File: src/rtl/pp_lane_engine_pkg.sv
// Shared types for the pp lane engine: op codes, reduction FSM states
// and a lane-slice helper for packed multi-lane buses.
package pp_lane_engine_pkg;

    typedef enum logic [3:0] {
        PP_NOP      = 4'd0,
        PP_ADD      = 4'd1,
        PP_SUB      = 4'd2,
        PP_MIN      = 4'd3,
        PP_MAX      = 4'd4,
        PP_EQ       = 4'd5,
        PP_LT       = 4'd6,
        PP_GT       = 4'd7,
        PP_SUM      = 4'd8,
        PP_COUNT_GT = 4'd9
    } pp_cmd_e;

    localparam logic [3:0] PP_CMD_SUM      = 4'd8;
    localparam logic [3:0] PP_CMD_COUNT_GT = 4'd9;

    typedef enum logic {
        RED_IDLE,
        RED_ACCUM
    } red_state_e;

    function automatic int lane_lo(input int lane, input int width);
        return lane * width;
    endfunction

endpackage

File: src/rtl/pp_lane_engine_if.sv
// Streaming bundle for the lane engine: input beat channel (valid/ready,
// cmd, in1, in2, in_last) and result channel (valid/ready, out, out1, out_last).
interface pp_lane_engine_if #(
    parameter int NUM_SIZE      = 32,
    parameter int CMD_SIZE_LOG2 = 3,
    parameter int LANES         = 4
);
    localparam int CMD_W = 2 ** CMD_SIZE_LOG2;

    logic                      in_valid;
    logic                      in_ready;
    logic [CMD_W-1:0]          cmd;
    logic [LANES*NUM_SIZE-1:0] in1;
    logic [LANES*NUM_SIZE-1:0] in2;
    logic                      in_last;
    logic                      out_valid;
    logic                      out_ready;
    logic [LANES-1:0]          out;
    logic [LANES*NUM_SIZE-1:0] out1;
    logic                      out_last;

    modport slave (
        input  in_valid, cmd, in1, in2, in_last, out_ready,
        output in_ready, out_valid, out, out1, out_last
    );

    modport master (
        output in_valid, cmd, in1, in2, in_last, out_ready,
        input  in_ready, out_valid, out, out1, out_last
    );

endinterface

File: src/rtl/pp_lane_engine_fifo.sv
// Result FIFO (stage 2). Ports: clk, rst_n (async low), push_i/data_i,
// pop_i, data_o (head), valid_o (non-empty), count_o (occupancy).
module pp_lane_engine_fifo #(
    parameter int DEPTH = 4,
    parameter int WIDTH = 8
) (
    input  logic                   clk,
    input  logic                   rst_n,
    input  logic                   push_i,
    input  logic [WIDTH-1:0]       data_i,
    input  logic                   pop_i,
    output logic [WIDTH-1:0]       data_o,
    output logic                   valid_o,
    output logic [$clog2(DEPTH):0] count_o
);
    localparam int AW = $clog2(DEPTH);

    logic [WIDTH-1:0] mem_q [DEPTH];
    logic [AW-1:0]    wr_q;
    logic [AW-1:0]    rd_q;
    logic [AW:0]      cnt_q;

    always_ff @(posedge clk or negedge rst_n) begin
        if (!rst_n) begin
            wr_q  <= '0;
            rd_q  <= '0;
            cnt_q <= '0;
            for (int i = 0; i < DEPTH; i++) mem_q[i] <= '0;
        end else begin
            if (push_i) begin
                mem_q[wr_q] <= data_i;
                wr_q        <= wr_q + AW'(1);
            end
            if (pop_i) rd_q <= rd_q + AW'(1);
            cnt_q <= cnt_q + (AW+1)'(push_i) - (AW+1)'(pop_i);
        end
    end

    assign data_o  = mem_q[rd_q];
    assign valid_o = (cnt_q != '0);
    assign count_o = cnt_q;

endmodule

File: src/rtl/pp_lane_engine.sv
// LANES-wide element-wise ALU plus SUM / COUNT_GT column reductions.
// Ports: clk, reset (async low), io (slave stream bundle), err (sticky bad cmd).
module pp_lane_engine
    import pp_lane_engine_pkg::*;
#(
    parameter int NUM_SIZE      = 32,
    parameter int CMD_SIZE_LOG2 = 3,
    parameter int LANES         = 4,
    parameter int FIFO_DEPTH    = 4,
    parameter int SIGNED        = 1
) (
    input  logic              clk,
    input  logic              reset,
    pp_lane_engine_if.slave   io,
    output logic              err
);
    localparam int CMD_W = 2 ** CMD_SIZE_LOG2;
    localparam int W     = LANES * NUM_SIZE;
    localparam int FW    = LANES * (NUM_SIZE + 1) + 1;
    localparam int CW    = $clog2(FIFO_DEPTH) + 1;

    logic          accept;
    logic          known;
    logic          is_red;
    pp_cmd_e       op;
    pp_cmd_e       red_mode;
    logic [CW-1:0] fifo_count;
    logic [FW-1:0] head;
    logic          head_valid;

    logic [W-1:0]     ew_val, red_val;
    logic [LANES-1:0] ew_flag, red_flag;

    red_state_e       state_q, state_d;
    pp_cmd_e          mode_q, mode_d;
    logic [W-1:0]     acc_q, acc_d;
    logic [LANES-1:0] flag_q, flag_d;
    logic             s1_valid_q, s1_valid_d;
    logic [FW-1:0]    s1_data_q, s1_data_d;
    logic             err_q, err_d;

    // Stage 1 never stalls: a beat is only taken if both S1 and the FIFO
    // have a guaranteed slot for it.
    assign io.in_ready = reset &&
        ((CW+1)'(fifo_count) + (CW+1)'(s1_valid_q) < (CW+1)'(FIFO_DEPTH));
    assign accept = io.in_valid && io.in_ready;

    assign known    = (io.cmd <= CMD_W'(PP_CMD_COUNT_GT));
    assign op       = known ? pp_cmd_e'(io.cmd[3:0]) : PP_NOP;
    // While a group is open the beat's cmd is ignored.
    assign is_red   = (state_q == RED_ACCUM) || (op == PP_SUM) ||
                      (op == PP_COUNT_GT);
    assign red_mode = (state_q == RED_ACCUM) ? mode_q : op;

    for (genvar i = 0; i < LANES; i++) begin : g_lane
        localparam int LO = lane_lo(i, NUM_SIZE);
        localparam int N  = NUM_SIZE;

        logic [N-1:0] a, b, acc, v, rv;
        logic [N:0]   add, sub, rsum;
        logic         eq, lt, gt, add_ov, sub_ov, sum_ov, f, rf;

        assign a    = io.in1[LO +: N];
        assign b    = io.in2[LO +: N];
        assign acc  = acc_q[LO +: N];
        assign add  = {1'b0, a} + {1'b0, b};
        assign sub  = {1'b0, a} - {1'b0, b};
        assign rsum = {1'b0, acc} + {1'b0, a};
        assign eq   = (a == b);
        assign lt   = (SIGNED != 0) ? ($signed(a) < $signed(b)) : (a < b);
        assign gt   = (SIGNED != 0) ? ($signed(a) > $signed(b)) : (a > b);

        // Signed overflow: operand signs vs result sign; unsigned: bit N.
        assign add_ov = (SIGNED != 0) ?
            ((a[N-1] == b[N-1]) && (add[N-1] != a[N-1])) : add[N];
        assign sub_ov = (SIGNED != 0) ?
            ((a[N-1] != b[N-1]) && (sub[N-1] != a[N-1])) : sub[N];
        assign sum_ov = (SIGNED != 0) ?
            ((acc[N-1] == a[N-1]) && (rsum[N-1] != acc[N-1])) : rsum[N];

        always_comb begin
            v = '0;
            f = 1'b0;
            unique case (op)
                PP_ADD: begin v = add[N-1:0]; f = add_ov; end
                PP_SUB: begin v = sub[N-1:0]; f = sub_ov; end
                PP_MIN: begin v = lt ? a : b; f = eq; end
                PP_MAX: begin v = gt ? a : b; f = eq; end
                PP_EQ:  begin v = a; f = eq; end
                PP_LT:  begin v = a; f = lt; end
                PP_GT:  begin v = a; f = gt; end
                default: ;
            endcase
        end

        always_comb begin
            rv = acc;
            rf = flag_q[i];
            if (red_mode == PP_SUM) begin
                rv = rsum[N-1:0];
                rf = flag_q[i] | sum_ov;
            end else begin
                if (gt && (acc != '1)) rv = acc + N'(1);
                rf = (rv == '1);
            end
        end

        assign ew_val[LO +: N]  = v;
        assign ew_flag[i]       = f;
        assign red_val[LO +: N] = rv;
        assign red_flag[i]      = rf;
    end

    always_comb begin
        state_d    = state_q;
        mode_d     = mode_q;
        acc_d      = acc_q;
        flag_d     = flag_q;
        err_d      = err_q;
        s1_valid_d = 1'b0;
        s1_data_d  = '0;
        if (accept) begin
            if ((state_q == RED_IDLE) && !known) err_d = 1'b1;
            if (!is_red) begin
                s1_valid_d = 1'b1;
                s1_data_d  = {1'b1, ew_flag, ew_val};
            end else if (io.in_last) begin
                s1_valid_d = 1'b1;
                s1_data_d  = {1'b1, red_flag, red_val};
                acc_d      = '0;
                flag_d     = '0;
                state_d    = RED_IDLE;
            end else begin
                acc_d   = red_val;
                flag_d  = red_flag;
                mode_d  = red_mode;
                state_d = RED_ACCUM;
            end
        end
    end

    always_ff @(posedge clk or negedge reset) begin
        if (!reset) begin
            state_q    <= RED_IDLE;
            mode_q     <= PP_NOP;
            acc_q      <= '0;
            flag_q     <= '0;
            s1_valid_q <= 1'b0;
            s1_data_q  <= '0;
            err_q      <= 1'b0;
        end else begin
            state_q    <= state_d;
            mode_q     <= mode_d;
            acc_q      <= acc_d;
            flag_q     <= flag_d;
            s1_valid_q <= s1_valid_d;
            s1_data_q  <= s1_data_d;
            err_q      <= err_d;
        end
    end

    pp_lane_engine_fifo #(
        .DEPTH (FIFO_DEPTH),
        .WIDTH (FW)
    ) u_fifo (
        .clk     (clk),
        .rst_n   (reset),
        .push_i  (s1_valid_q),
        .data_i  (s1_data_q),
        .pop_i   (head_valid && io.out_ready),
        .data_o  (head),
        .valid_o (head_valid),
        .count_o (fifo_count)
    );

    assign io.out_valid = head_valid;
    assign io.out1      = head_valid ? head[W-1:0] : '0;
    assign io.out       = head_valid ? head[W +: LANES] : '0;
    assign io.out_last  = head_valid & head[FW-1];
    assign err          = err_q;

endmodule

File: src/flat_wrapper.sv
// flat-port wrapper written by rule: the top's interface ports become plain ports
module pp_lane_engine_flat import pp_lane_engine_pkg::*;
#(
    parameter int NUM_SIZE      = 32,
    parameter int CMD_SIZE_LOG2 = 3,
    parameter int LANES         = 4,
    parameter int FIFO_DEPTH    = 4,
    parameter int SIGNED        = 1
)
  (clk, reset, err, io_in_valid, io_cmd, io_in1, io_in2, io_in_last, io_out_ready, io_in_ready, io_out_valid, io_out, io_out1, io_out_last);
  pp_lane_engine_if #(.NUM_SIZE(NUM_SIZE), .CMD_SIZE_LOG2(CMD_SIZE_LOG2), .LANES(LANES)) io_i ();
  input  logic clk;
  input  logic reset;
  output logic err;
  input wire logic [$bits(io_i.in_valid)-1:0] io_in_valid;
  input wire logic [$bits(io_i.cmd)-1:0] io_cmd;
  input wire logic [$bits(io_i.in1)-1:0] io_in1;
  input wire logic [$bits(io_i.in2)-1:0] io_in2;
  input wire logic [$bits(io_i.in_last)-1:0] io_in_last;
  input wire logic [$bits(io_i.out_ready)-1:0] io_out_ready;
  output wire logic [$bits(io_i.in_ready)-1:0] io_in_ready;
  output wire logic [$bits(io_i.out_valid)-1:0] io_out_valid;
  output wire logic [$bits(io_i.out)-1:0] io_out;
  output wire logic [$bits(io_i.out1)-1:0] io_out1;
  output wire logic [$bits(io_i.out_last)-1:0] io_out_last;
  assign io_i.in_valid = io_in_valid;
  assign io_i.cmd = io_cmd;
  assign io_i.in1 = io_in1;
  assign io_i.in2 = io_in2;
  assign io_i.in_last = io_in_last;
  assign io_i.out_ready = io_out_ready;
  assign io_in_ready = io_i.in_ready;
  assign io_out_valid = io_i.out_valid;
  assign io_out = io_i.out;
  assign io_out1 = io_i.out1;
  assign io_out_last = io_i.out_last;
  pp_lane_engine #(.NUM_SIZE(NUM_SIZE), .CMD_SIZE_LOG2(CMD_SIZE_LOG2), .LANES(LANES), .FIFO_DEPTH(FIFO_DEPTH), .SIGNED(SIGNED)) u_core (.clk(clk), .reset(reset), .io(io_i), .err(err));
endmodule
File: config.mk
export PLATFORM = sky130hd
export DESIGN_NAME = pp_lane_engine_flat
export DESIGN_NICKNAME = d
export VERILOG_FILES = /design/src/rtl/pp_lane_engine_pkg.sv /design/src/rtl/pp_lane_engine_if.sv /design/src/rtl/pp_lane_engine_fifo.sv /design/src/rtl/pp_lane_engine.sv /design/src/flat_wrapper.sv
export SDC_FILE = /design/constraint.sdc
export NUM_CORES = 2
export LEC_CHECK = 0
export CAP_MARGIN = 40
export CELL_PAD_IN_SITES_DETAIL_PLACEMENT = 0
export CELL_PAD_IN_SITES_GLOBAL_PLACEMENT = 1
export CORE_ASPECT_RATIO = 1.75
export CORE_MARGIN = 10
export CORE_UTILIZATION = 30
export CTS_BUF_LIST = sky130_fd_sc_hd__clkbuf_4
export DETAILED_ROUTE_END_ITERATION = 7
export GPL_TIMING_DRIVEN = 0
export MAX_ROUTING_LAYER = met4
export PLACE_DENSITY = 0.53
export SYNTH_ARGS = -nofsm -noshare
export SYNTH_HDL_FRONTEND = slang
export SYNTH_HIERARCHICAL = 1
export SYNTH_SLANG_ARGS = --single-unit
File: constraint.sdc
create_clock -name clk -period 11 [get_ports clk]
set_clock_uncertainty 0.1 [all_clocks]
set_input_delay 2.2 -clock clk [delete_from_list [all_inputs] [get_ports clk]]
set_output_delay 2.2 -clock clk [all_outputs]
set_load 0.05 [all_outputs]
==> metrics.cfg <==
[clock_network]
htree_levels=4
clock_path_buffers=4
cts_tree=yes
clk_pin_slew_worst_paths_ns=0.06
cts_setup_buffers=0
clock_sinks=810
cts-root-buf=clkbuf_4
cts_resized=0
clock_latency_ns=1.16
cts_hold_buf=0
cts_buffers=202

[flow_run]
max-cap-violations=0

[final_layout]
fin_nets=7852
fin_cells=9995
area_delta_synth_final_pct=19.44
final_area_sq_mm=0.07274
fillCellCount=21020
fin_util=0.3604
drive_above_1_share=0.1447

[floorplan]
io_pins=405
die-width_microns=360.6
die_area_sq_mm=0.2221
core_area_sq_mm=0.2018
die_y_microns=616.0
start_util=0.3017
rows=218

[run_status]
status=completed

[place]
io_buffers=403
dpl.cell_count=9616
dp_slack_ns=1.942
gp_congestion=0.9866
place_area_sq_mm=0.07013
hpwlAfterDp_microns=272100

[synthesis]
synth_area_leaders=dfrtp_1 33%, ha_1 7.9%, mux2_1 5.2%, mux4_2 4.9%, mux2_2 4.7%
syn_nets=7108
synth_ff_type=dfrtp_1
synth_seq_cells=810
postSynthCellCount=6440
synth.top_cell.area_share=0.3328
yosysTopAreaCell=dfrtp_1
synth-seq-area-share=0.3328
yosys.cell_types.count=90
yosysWarnings=6
synth_area_sq_mm=0.06090
synth.avg_cell_area_sq_um=9.456
synth.most_common_cell=dfrtp_1
ys_async_sr_fraction=1.000
synth.top_cells.by_count=810 x dfrtp_1, 546 x a21oi_1, 479 x nor2_1
synth_edf_count=0

[sta]
hold_violations=0
finalCritPeriodShare=0.7475
rsz0062_at_grt=no
fin_ws_ns=2.777
tightest_slew_ns=1.150
whs_ns=0.3846
finalSetupViolations=0
finalSetupTns_ns=0
max_freq_mhz=121.6
maxSlewViolCount=0
period_minus_slack_ns=8.223
slew_headroom=0.2336

[pwr]
powerDensity_mw_per_mm2=122.5
p_int_mw=5.557
power_leakage_nw=33.32
power_mw=8.911
p_comb_frac=0.342
clkPwrFrac=0.290
p_sw_frac=0.3764
seqPwrFrac=0.368
ir_drop_uv=74.65
p_sw_mw=3.354

[setup_path]
cp-start-kind=input port
cp_max_fo=10
crit_type=input port to register
cp.required_ns=11.77
crit_arrival_ns=8.99
end_kind=register

[detailed_routing]
viasPerCell=5.858
drc_errors=0
first_pass_iters=6
dr_total_vias=58550
wire_per_inst_microns=33.74
ant_nets=0
totalWireLength_microns=337200
drtIter0Drc=5247

[grt]
grt_max_degree=123
overflow=0
grt_pass1_vias=59880
grt_pass1_wl_microns=463300
antenna_found_initial=63
track_usage=0.3000

[min_path]
hold_path_class=register to register

==> cell type report <==
cell class              count  area, sq um  area share
diodes                     36        90.09    0.001239
plain buffers             419         1964     0.02701
clock buffers             298         2237     0.03076
clock inverters            41        225.2    0.003096
inverters                 290         1089     0.01497
multi-input cells        4921        37660      0.5178
flip-flops and latches    810        20270      0.2787
well taps                2640         3303     0.04541
repair buffers            540         5897     0.08107
==> path summary, 6_finish.rpt <==
path	from	endpoint	slack, ns	cells after the start
max in group asynchronous	reset	u_core/u_fifo/mem_q[376]	6.98	5
min in group asynchronous	reset	u_core/acc_q[37]	0.95	1
worst min-delay path	u_core/u_fifo/mem_q[249]	u_core/u_fifo/mem_q[249]	0.38	1
worst max register to register	u_core/acc_q[4]	u_core/s1_data_q[128]	4.84	13
worst max-delay path	io_in1[126]	u_core/s1_data_q[131]	2.78	18
worst min register to register	u_core/u_fifo/mem_q[249]	u_core/u_fifo/mem_q[249]	0.38	1
==> power by group through the flow <==
stage	Clock, mW	Combinational (mW)	Sequential (mW)
5_1_grt	2.83	3.26	3.30
6_report	2.59	3.05	3.28
4_1_cts	2.70	3.06	3.27
3_3_place_gp	0	2.99	3.34
3_5_place_dp	0	3.05	3.33
2_1_floorplan	0	1.85	3.28
==> kinds of logic after synthesis <==
kind of cell,after synthesis,share of synthesized area
DFF,810,0.3328
and+or+nand+nor,1670,0.1350
xor gates and xnor gates,270,0.03883
buffers and inverters,709,0.04879
AOI/OAI and AO/OA,1898,0.2102
adders and majority gates,399,0.08358
muxes,684,0.1507
==> worst max-delay path, cell delays in order <==
cell	delay (ns)
clkdlybuf4s50_1	0.55
ha_1	0.34
clkbuf_1	0.36
nand3_1	0.56
nor4_1	0.83
and3_1	0.34
clkbuf_1	0.44
nor2_1	0.12
nand3_1	0.18
clkbuf_1	0.49
nor2_1	0.13
buf_2	0.24
o22a_1	0.23
a2111oi_0	0.75
nand4b_1	0.23
nor4_1	0.35
o21ai_0	0.23
a21oi_1	0.38
==> per-layer routing <==
layer / share of wire / vias to the layer above / global-route usage
met3: 0.056 / 865 / 0.04664
met1: 0.39 / 29520 / 0.3389
met2: 0.47 / 2557 / 0.4871
met4: 0.083 / 0 / 0.2047
li1: - / 25610 / -
met5: 0 / - / -
==> flip-flops by register name (all words and copies together), names as in the netlist <==
signal / cells
u_core/u_fifo/mem_q: 532
u_core/s1_data_q: 133
u_core/acc_q: 128
u_core/flag_q: 4
u_core/mode_q: 4
u_core/u_fifo/count_o: 3
u_core/u_fifo/rd_q: 2
u_core/u_fifo/wr_q: 2
u_core/err: 1
u_core/state_q: 1
==> cells in the final DEF, fill, tap and decap left out, drive strengths merged, types with 36 or more instances in the layout <==
master / n
xnor2: 169
clkdlybuf4s50: 402
a22o: 76
inv: 293
ha: 386
o21bai: 79
diode: 36
dfrtp: 810
a221oi: 90
nand3: 128
nor4: 44
a221o: 101
clkbuf: 596
o21ai: 350
o31ai: 43
nor3: 118
o21a: 44
nand4: 76
o221ai: 50
xor2: 101
o22ai: 45
and2: 171
mux4: 133
buf: 256
nand2: 376
nor2b: 40
and3: 60
mux2: 533
a211oi: 60
a21o: 131
nand2b: 57
a21oi: 546
nor2: 479
Power figures use the tool's default switching activity.
